--- config.mk ---
export PLATFORM = sky130hd
export DESIGN_NAME = baudot_tx
export DESIGN_NICKNAME = d
export VERILOG_FILES = /design/src/rtl/baudot_tx.sv
export SDC_FILE = /design/constraint.sdc
export NUM_CORES = 1
export LEC_CHECK = 0
export CELL_PAD_IN_SITES_DETAIL_PLACEMENT = 0
export CELL_PAD_IN_SITES_GLOBAL_PLACEMENT = 1
export CORE_UTILIZATION = 41
export DETAILED_ROUTE_END_ITERATION = 10
export HOLD_SLACK_MARGIN = 0.12
export PLACE_DENSITY = 0.82
export SLEW_MARGIN = 15
export SYNTH_ARGS = -nofsm -noshare
export SYNTH_HDL_FRONTEND = slang
export SYNTH_SLANG_ARGS = --single-unit
--- constraint.sdc ---
create_clock -name clk -period 1.8 [get_ports clk]
set_input_delay 0.18 -clock clk [delete_from_list [all_inputs] [get_ports clk]]
set_output_delay 0.18 -clock clk [all_outputs]
set_load 0.01 [all_outputs]
--- src/rtl/baudot_tx.sv ---
// Asynchronous-frame serial transmitter for 5-bit words: start bit, 5 data bits
// LSB first, then STOP_BITS stop bits. One word per valid/ready handshake.
module baudot_tx #(
  parameter int CLKS_PER_BIT = 16,
  parameter int STOP_BITS    = 1
) (
  input  logic       clk,
  input  logic       rst,
  input  logic [4:0] tx_data,
  input  logic       tx_valid,
  output logic       tx_ready,
  output logic       tx_serial,
  output logic       tx_busy
);

  localparam int BW = (CLKS_PER_BIT > 1) ? $clog2(CLKS_PER_BIT) : 1;
  localparam logic [BW-1:0] BAUD_LAST = BW'(CLKS_PER_BIT - 1);
  localparam logic [2:0]    DATA_LAST = 3'd4;
  localparam logic [2:0]    STOP_LAST = 3'(STOP_BITS - 1);

  typedef enum logic [1:0] {
    IDLE  = 2'd0,
    START = 2'd1,
    DATA  = 2'd2,
    STOP  = 2'd3
  } state_t;

  state_t        state, state_d;
  logic [BW-1:0] baud, baud_d;
  logic [2:0]    bit_cnt, bit_d;
  logic [4:0]    shift, shift_d;
  logic          serial_d;
  logic          baud_term;

  assign baud_term = (baud == BAUD_LAST);
  assign tx_ready  = (state == IDLE);
  assign tx_busy   = ~tx_ready;

  // Every bit boundary reloads the baud counter; bit_cnt indexes data bits in
  // DATA and stop bits in STOP.
  always_comb begin
    // NOTE: every signal gets a default before the case so no latch is inferred.
    state_d = state;
    baud_d  = baud + 1'b1;
    bit_d   = bit_cnt;
    shift_d = shift;
    unique case (state)
      IDLE: begin
        baud_d = '0;
        if (tx_valid) begin
          shift_d = tx_data;
          bit_d   = '0;
          state_d = START;
        end
      end
      START: begin
        if (baud_term) begin
          baud_d  = '0;
          bit_d   = '0;
          state_d = DATA;
        end
      end
      DATA: begin
        if (baud_term) begin
          baud_d  = '0;
          shift_d = shift >> 1;
          if (bit_cnt == DATA_LAST) begin
            bit_d   = '0;
            state_d = STOP;
          end else begin
            bit_d = bit_cnt + 3'd1;
          end
        end
      end
      STOP: begin
        if (baud_term) begin
          baud_d = '0;
          if (bit_cnt == STOP_LAST) begin
            bit_d   = '0;
            state_d = IDLE;
          end else begin
            bit_d = bit_cnt + 3'd1;
          end
        end
      end
      default: begin
        baud_d  = '0;
        bit_d   = '0;
        state_d = IDLE;
      end
    endcase

    // The line is decoded from the next state so it changes on the same edge
    // as the state and still comes straight from a flop.
    unique case (state_d)
      START:   serial_d = 1'b0;
      DATA:    serial_d = shift_d[0];
      default: serial_d = 1'b1;
    endcase
  end

  always_ff @(posedge clk or negedge rst) begin
    if (!rst) begin
      // NOTE: the shift register is reset with the control state so a word
      // aborted by reset never lingers in the datapath.
      state     <= IDLE;
      baud      <= '0;
      bit_cnt   <= '0;
      shift     <= '0;
      tx_serial <= 1'b1;
    end else begin
      // NOTE: non-blocking assignments so all flops update from pre-edge values.
      state     <= state_d;
      baud      <= baud_d;
      bit_cnt   <= bit_d;
      shift     <= shift_d;
      tx_serial <= serial_d;
    end
  end

endmodule

* Word-level counts from Yosys, hierarchy flattened *
Index checks and enable logic that the tools add are counted.

operators by class
  add/sub/neg operators = 2
  eq/ne operators = 11
  mux-type cells = 20
  bitwise gates (word level) = 1
  reductions and logical operators = 6

operators by type and width
  cell                                                             number
  3-bit two-way mux                                                6
  2-bit two-way mux                                                6
  3-bit case mux with 4 select lines                               1
  5-bit two-way mux                                                2
  5-bit case mux with 2 select lines                               1
  2-bit != test, second input constant                             4
  2-bit case mux with 4 select lines                               1
  4-bit case mux with 2 select lines                               1
  2-bit == test, second input constant                             3
  4-bit by 1-bit adder with 4-bit output, second input constant    1
  2-bit by 1-bit == test with 1-bit output, second input constant  2
  4-bit == test, second input constant                             1
  4-bit two-way mux                                                1
  4-bit AND reduction                                              1
  3-bit by 1-bit adder with 3-bit output, second input constant    1
  3-bit == test, second input constant                             1
  3-bit logical NOT                                                1
  3-bit AND reduction                                              1
  3-bit OR reduction                                               1
  2-bit logical NOT                                                1
  1-bit case mux with 2 select lines                               1
  2-bit nonzero test                                               1
  1-bit inverter                                                   1

word-level totals
  flip-flop bits (word level) = 15

* Logic depth before layout (Yosys ltp) *
Gate-level depths: netlist of the first run.

  depth in word-level cells = 6
  mapped depth = 7
  mapped depth without buffers = 6

* Worst setup path after synthesis of the first run *
No wires, ideal clock.

  path kind = reg2reg
  start point = register baud[0]
  end point = register bit_cnt[2]
  data arrival time = 1.443 ns
  data required time = 1.680 ns
  setup slack = 0.237 ns
  cell stages (with the launch flop) = 7
  buffers on the path = 1
  period minus slack after synthesis = 1.563 ns
  cells stage by stage = dfrtp_1 ha_1 and3_1 buf_6 mux2i_2 o21ai_1 a31o_1

on the way
  longest elaborated chain between the ends = 3
  elaborated cells between the ends (all ways) = 5
  classes of those cells = 4 x eq/ne; 1 x reduce/logical

ends and longest elaborated chain
  element                          line  RTL
  start, declared                  29    logic [BW-1:0] baud, baud_d;
  start signal, assigned           114   baud <= baud_d;
  4-bit == test *                  35    assign baud_term = (baud == BAUD_LAST);
  2-bit != test (no line)          --
  4-bit AND reduction (no line) *  --
  end signal, assigned             115   bit_cnt <= bit_d;
  end, declared                    30    logic [2:0] bit_cnt, bit_d;

Mark *: on every way between the ends. The rest lies on a longest branch, timed or not.
A chain may end at the register's enable or synchronous reset.

* Final worst setup path of the first run *
Same ends and word-level chain as after synthesis.

==> flow_summary.toml, run 1 <==
[run_status]
outcome = "finished, final reports clean"

[place]
pre_cts_ws_ns = 0.05636
placed_cell_area_um2 = 984.7
port_buffers = 10
dp.cells = 121
hpwl_mm = 1.254
gp_congestion = 0.7432

[critical_path]
worstSetupPathType = "flop to flop"
arrival_ns = 1.84
cp.required_ns = 1.97
crit_fanout = 9
start_kind = "flop"
cp_cell_sequence = "ha_1 -> and3_2 -> mux2i_2 -> o21ai_1 -> a31o_1"
cpMaxStageDelayCell = "dfrtp_1"
crit_path_end_kind = "flop"
max_stage_delay_ns = 0.41

[timing]
finalSetupViolations = 0
timing.final.ws_setup_ns = 0.1303
fin_skew_ns = 0.01063
period_minus_slack_ns = 1.670
tightestPinTransition_ns = 0.2997
rsz0062_at_grt = "false"
finalSetupTns_ns = 0
holdWs_ns = 0.1922
maxSlewViolCount = 0
finalCritPeriodShare_pct = 92.76
hold_viol = 0
max_freq_mhz = 598.9
max_slew_margin_pct = 79.95

[die]
die_w_um = 47.86
core_region_area_um2 = 1962
ioPinCount = 11
fp-row-count = 16
start_util_pct = 43.94
fp.dieArea_um2 = 2290
dieHeight_um = 47.86

[clock_tree]
path_clk_slew_ns = 0.10
cts_hold_buf = 0
ctsHtreeMaxLevel = 1
numCtsBuffers = 3
clock-sinks = 15
post_cts_buffers = 0
cts_tree = "yes"
cts_root_buf = "clkbuf_4"
ctsLongestPathBuffers = 2
clock_latency_ns = 0.28

[grt]
grt_overflow = 0
antenna_found_initial = 0
grtUsageTotal_pct = 19.04
grt_pass1_vias = 642
grt_max_degree = 16
grt_pass1_wl_mm = 2.870

[routing]
post_drt_wl_per_cell_um = 13.83
dr_total_vias = 668
ant_nets = 0
firstDrtPassIters = 4
drt_iter0_drc = 13
drc_errors = 0
routed_wirelength_mm = 1.729
via_per_inst = 5.344

[layout]
nets = 110
synthToLayoutAreaGrowth_pct = 18.00
final_layout_size_suffix_gt1_share_pct = 16.33
instances_no_fill = 125
n_antenna_cell = 0
design_area_um2 = 1017
final_util_pct = 51.85

[synthesis]
synth_cells = 85
yosys.area.top_type_share_pct = 40.64
async_reset_ff_share_pct = 100.0
syn-cell-area_um2 = 862.1
synth_top_area_cell = "dfrtp_1"
syn-num-nets = 96
yosysWarnings = 0
avgSynthCellArea_um2 = 10.14
seq_area_frac_synth_pct = 43.69
synthFlopType = "dfrtp_1"
synth_area_leaders = "dfrtp_1 41%, ha_1 4.4%, nand2_1 4.4%, buf_6 3.9%, and3_1 3.6%"
synth-edff-count = 0
yosysUniqueCellTypes = 34
synth-seq-cells = 15

[power]
peakVddDrop_mv = 0.3551
p_total_uw = 555.6
p_per_area_nw_per_um2 = 546.2
p_leak_nw = 0.4679

[job]
drv_cap = 0

[min_path]
hold_class = "input pin to async pin"
[cell usage after synthesis, types with 2 or more instances]
cell	instances
a21oi_1	2
a221o_1	3
a31oi_1	2
and3_1	5
buf_2	3
buf_6	3
dfrtp_1	14
ha_1	3
inv_1	4
nand2_1	10
nand2b_1	3
nand3_1	6
nand4_1	3
nor3_1	3
xor2_1	2
[timing repair]
| item | in CTS | in global routing |
|---|---|---|
| resized for setup | 2 | 2 |
| setup endpoints to repair | 1 | 2 |
| endpoints found under the hold margin | 0 | 0 |
[sequential cells by signal (all words and copies together), names as in the netlist]
signal     cells
shift          5
tx_serial      1
baud           4
bit_cnt        3
state          2
[report_power, final]
part	internal, mW	leakage, nW	total [mW]	switching, mW
combinational	0.0149	0.259	0.0256	0.0106
clock	0.0824	0.0177	0.193	0.111
sequential	0.337	0.191	0.337	0
total	0.434	0.468	0.556	0.121
[final cells by class]
type                    count  area [um2]
fillers                   212       944.7
multi-input cells          59       419.2
flip-flops and latches     15       376.6
repair buffers             15       138.9
well taps                  27       33.78
clock buffers               3       22.52
inverters                   5       21.27
clock inverters             1       5.005
[routing by layer]
metal,routed length [um],global-route usage [%],vias to the layer above,part of all wire (%)
li1,-,-,333,-
met1,813,25.46,320,47
met2,840,29.19,11,49
met3,43,4.528,4,2.5
met4,31,8.333,0,1.8
met5,0,0,-,0
[cell usage in the layout (no fill, tap or decap), types with 2 or more instances in the layout]
cell type,synthesis,routed
clkbuf_4,0,3
nand2_1,10,10
xor2_1,2,2
inv_1,4,4
nand3_1,6,6
ha_1,3,3
a31oi_1,2,2
a21oi_1,2,2
nand2b_1,3,3
a221o_1,3,3
and3_1,5,4
dfrtp_1,14,14
buf_4,0,5
nor3_1,3,3
nand4_1,3,3
clkdlybuf4s50_1,0,8
[cell families after synthesis]
logic type | after synthesis | share of synthesized area (%)
buffers and inverters | 11 | 7.836
AO/OA/AOI/OAI | 16 | 15.24
multiplexers | 1 | 1.596
adder cells (fa/ha/maj) | 3 | 4.355
AND/OR/NAND/NOR | 36 | 24.24
flip-flops | 15 | 43.69
XOR/XNOR | 3 | 3.048
[worst max-delay path, delay by kind of cell (launching register included)]
family | cells | cell delay (ns)
fa+ha+maj | 1 | 0.26
simple gates | 1 | 0.32
compound gates | 2 | 0.33
flops | 1 | 0.41
mux | 1 | 0.24
[final timing paths]
path	from	endpoint	slack (ns)	cells past startpoint
max in group asynchronous	rst	tx_serial	1.35	2
worst max register to register	baud[0]	bit_cnt[2]	0.13	5
worst min register to register	baud[0]	baud[0]	0.47	1
min in group clk	tx_data[4]	shift[4]	0.44	3
worst min-delay path	rst	state[0]	0.19	2
worst max-delay path	baud[0]	bit_cnt[2]	0.13	5
No activity file was read; power rests on OpenSTA's default activity.
==> run 2, diff against run 1 <==
HOLD_SLACK_MARGIN = 0.15   (was 0.12)
clock period = 1.9 ns   (was 1.8 ns; I/O delays follow)
==> flow_summary.toml, run 2 (synthesis gave the netlist of run 1 again) <==
[layout]
final_cell_mix = "14 x dfrtp_1, 10 x nand2_1, 10 x clkdlybuf4s50_1, 6 x nand3_1"
largest_reg_flops = 5
regMostFlops = "shift"
instances_no_fill = 123
nets = 108
synthToLayoutAreaGrowth_pct = 15.82
largest_registers = "shift (5), baud (4), bit_cnt (3)"
n_antenna_cell = 0
final_layout_size_suffix_gt1_share_pct = 14.58
final_common_cell = "dfrtp_1"

[critical_path]
start_kind = "flop"
cp.required_ns = 1.71
max_stage_delay_ns = 0.53
cpMaxStageDelayCell = "clkdlybuf4s50_1"
crit_path_end_kind = "primary output"
cp_cell_sequence = "or2_1 -> inv_2 -> clkdlybuf4s50_1"
arrival_ns = 1.62
crit_fanout = 4
worstSetupPathType = "flop to primary output"

[timing]
tightestPinTransition_ns = 0.6522
maxSlewViolCount = 0
hold_viol = 0
period_minus_slack_ns = 1.805
finalSetupTns_ns = 0
max_freq_mhz = 554.0
max_slew_margin_pct = 56.38
fin_skew_ns = 0.01471
finalSetupViolations = 0
rsz0062_at_grt = "false"
finalCritPeriodShare_pct = 95.01

[die]
die_w_um = 47.86
fp.dieArea_um2 = 2290
fp-row-count = 16
dieHeight_um = 47.86
core_region_area_um2 = 1962
ioPinCount = 11
start_util_pct = 43.94

[clock_tree]
cts_root_buf = "clkbuf_4"
cts_hold_buf = 0
path_clk_slew_ns = 0.10
cts_tree = "yes"
numCtsBuffers = 3
ctsLongestPathBuffers = 2
clock-sinks = 15
ctsHtreeMaxLevel = 1
clock_latency_ns = 0.29

[power]
p_leak_nw = 0.4564
p_sw_uw = 115.5
internal-power_uw = 410.1
clkPwrFrac_pct = 35.0
p_per_area_nw_per_um2 = 526.4
peakVddDrop_mv = 0.3593
seq_power_share_pct = 60.7
switching_share_pct = 21.97
combPwrFrac_pct = 4.3

[grt]
grt_overflow = 0
antenna_found_initial = 0
grt_max_degree = 16
grtUsageTotal_pct = 17.67
grt_pass1_vias = 615
grt_pass1_wl_mm = 2.732

[routing]
ant_nets = 0
via_per_inst = 5.439
dr_total_vias = 669
drc_errors = 0
firstDrtPassIters = 4
post_drt_wl_per_cell_um = 13.34
drt_iter0_drc = 16
routed_wirelength_mm = 1.641

[job]
drv_cap = 0

[run_status]
outcome = "finished, final reports clean"

[place]
port_buffers = 10
dp.cells = 118
hpwl_mm = 1.190
gp_congestion = 0.7645

[min_path]
hold_class = "input pin to async pin"
## run 2: cell types whose count changed in the layout (fill, tap and decap cells not counted)
cell             delta
buf_4               -2
clkdlybuf4s50_1     +2
dlygate4sd2_1       -1
dlymetal6s2s_1      -1
inv_2               +1
inv_4               -1
## run 2: per-stage QoR
stage / setup slack [ns] / hold WS (ns) / util, % / power, mW / cell area (um2)
4_1_cts: 0.08059 / 0.3210 / 50.83 / 0.5358 / 997.2
2_1_floorplan: 0.3373 / -0.1056 / - / 0.3286 / 862.1
5_1_grt: 0.03420 / 0.3643 / 50.89 / 0.5496 / 998.5
6_report: 0.09489 / 0.2905 / 50.89 / 0.5256 / 998.5
3_3_place_gp: 0.2225 / 0.4576 / 49.04 / 0.3488 / 962.2
3_5_place_dp: 0.1621 / 0.4722 / 49.04 / 0.3488 / 962.2
## run 2: worst max-delay path, delay by kind of cell (launching register included)
kind / cells / cell delay, ns
buffers and inverters: 2 / 0.62
flip-flops: 1 / 0.38
AND/OR/NAND/NOR: 1 / 0.31
## run 2: routing by layer
layer | wire [um] | global-route usage, % | part of all wire [%] | up-vias
met5 | 0 | 0 | 0 | -
met4 | 0 | 10.00 | 0 | 0
met3 | 81 | 3.019 | 4.9 | 0
met2 | 780 | 27.03 | 48 | 28
met1 | 779 | 23.45 | 47 | 308
li1 | - | - | - | 333
## run 2: repair_timing
action	4_1_cts	5_1_grt
resized for setup	0	1
setup buffers	1	0
endpoints found under the setup margin	1	1
## run 2: path summary, 6_finish.rpt
check,startpoint,to,slack (ns),cells after the start
setup / recovery,state[1],tx_ready,0.09,3
hold / removal,rst,shift[4],0.29,1
setup reg to reg,baud[0],shift[3],0.19,5
hold reg to reg,baud[0],baud[0],0.48,1
max in group asynchronous,rst,shift[0],1.18,1
min in group clk,tx_data[4],shift[4],0.45,3
## run 2: power by group through the flow
stage	combinational, mW	sequential (mW)	clock, mW
2_1_floorplan	0.00320	0.325	0
3_3_place_gp	0.0234	0.325	0
3_5_place_dp	0.0234	0.325	0
4_1_cts	0.0235	0.319	0.193
5_1_grt	0.0263	0.319	0.204
6_report	0.0226	0.319	0.184
## run 2: final cells by class
cell class / instances / area [um2]
Timing Repair Buffer: 13 / 122.6
Sequential cell: 15 / 376.6
Inverter: 5 / 18.77
Tap cell: 27 / 33.78
Clock inverter: 1 / 5.005
Clock buffer: 3 / 22.52
Fill cell: 199 / 963.4
Multi-Input combinational cell: 59 / 419.2
==> run 3, diff against run 2 <==
GPL_ROUTABILITY_DRIVEN = 1   (was default)
==> results of run 3 <==
Final layout, timing and power as in run 2 (identical DEF).
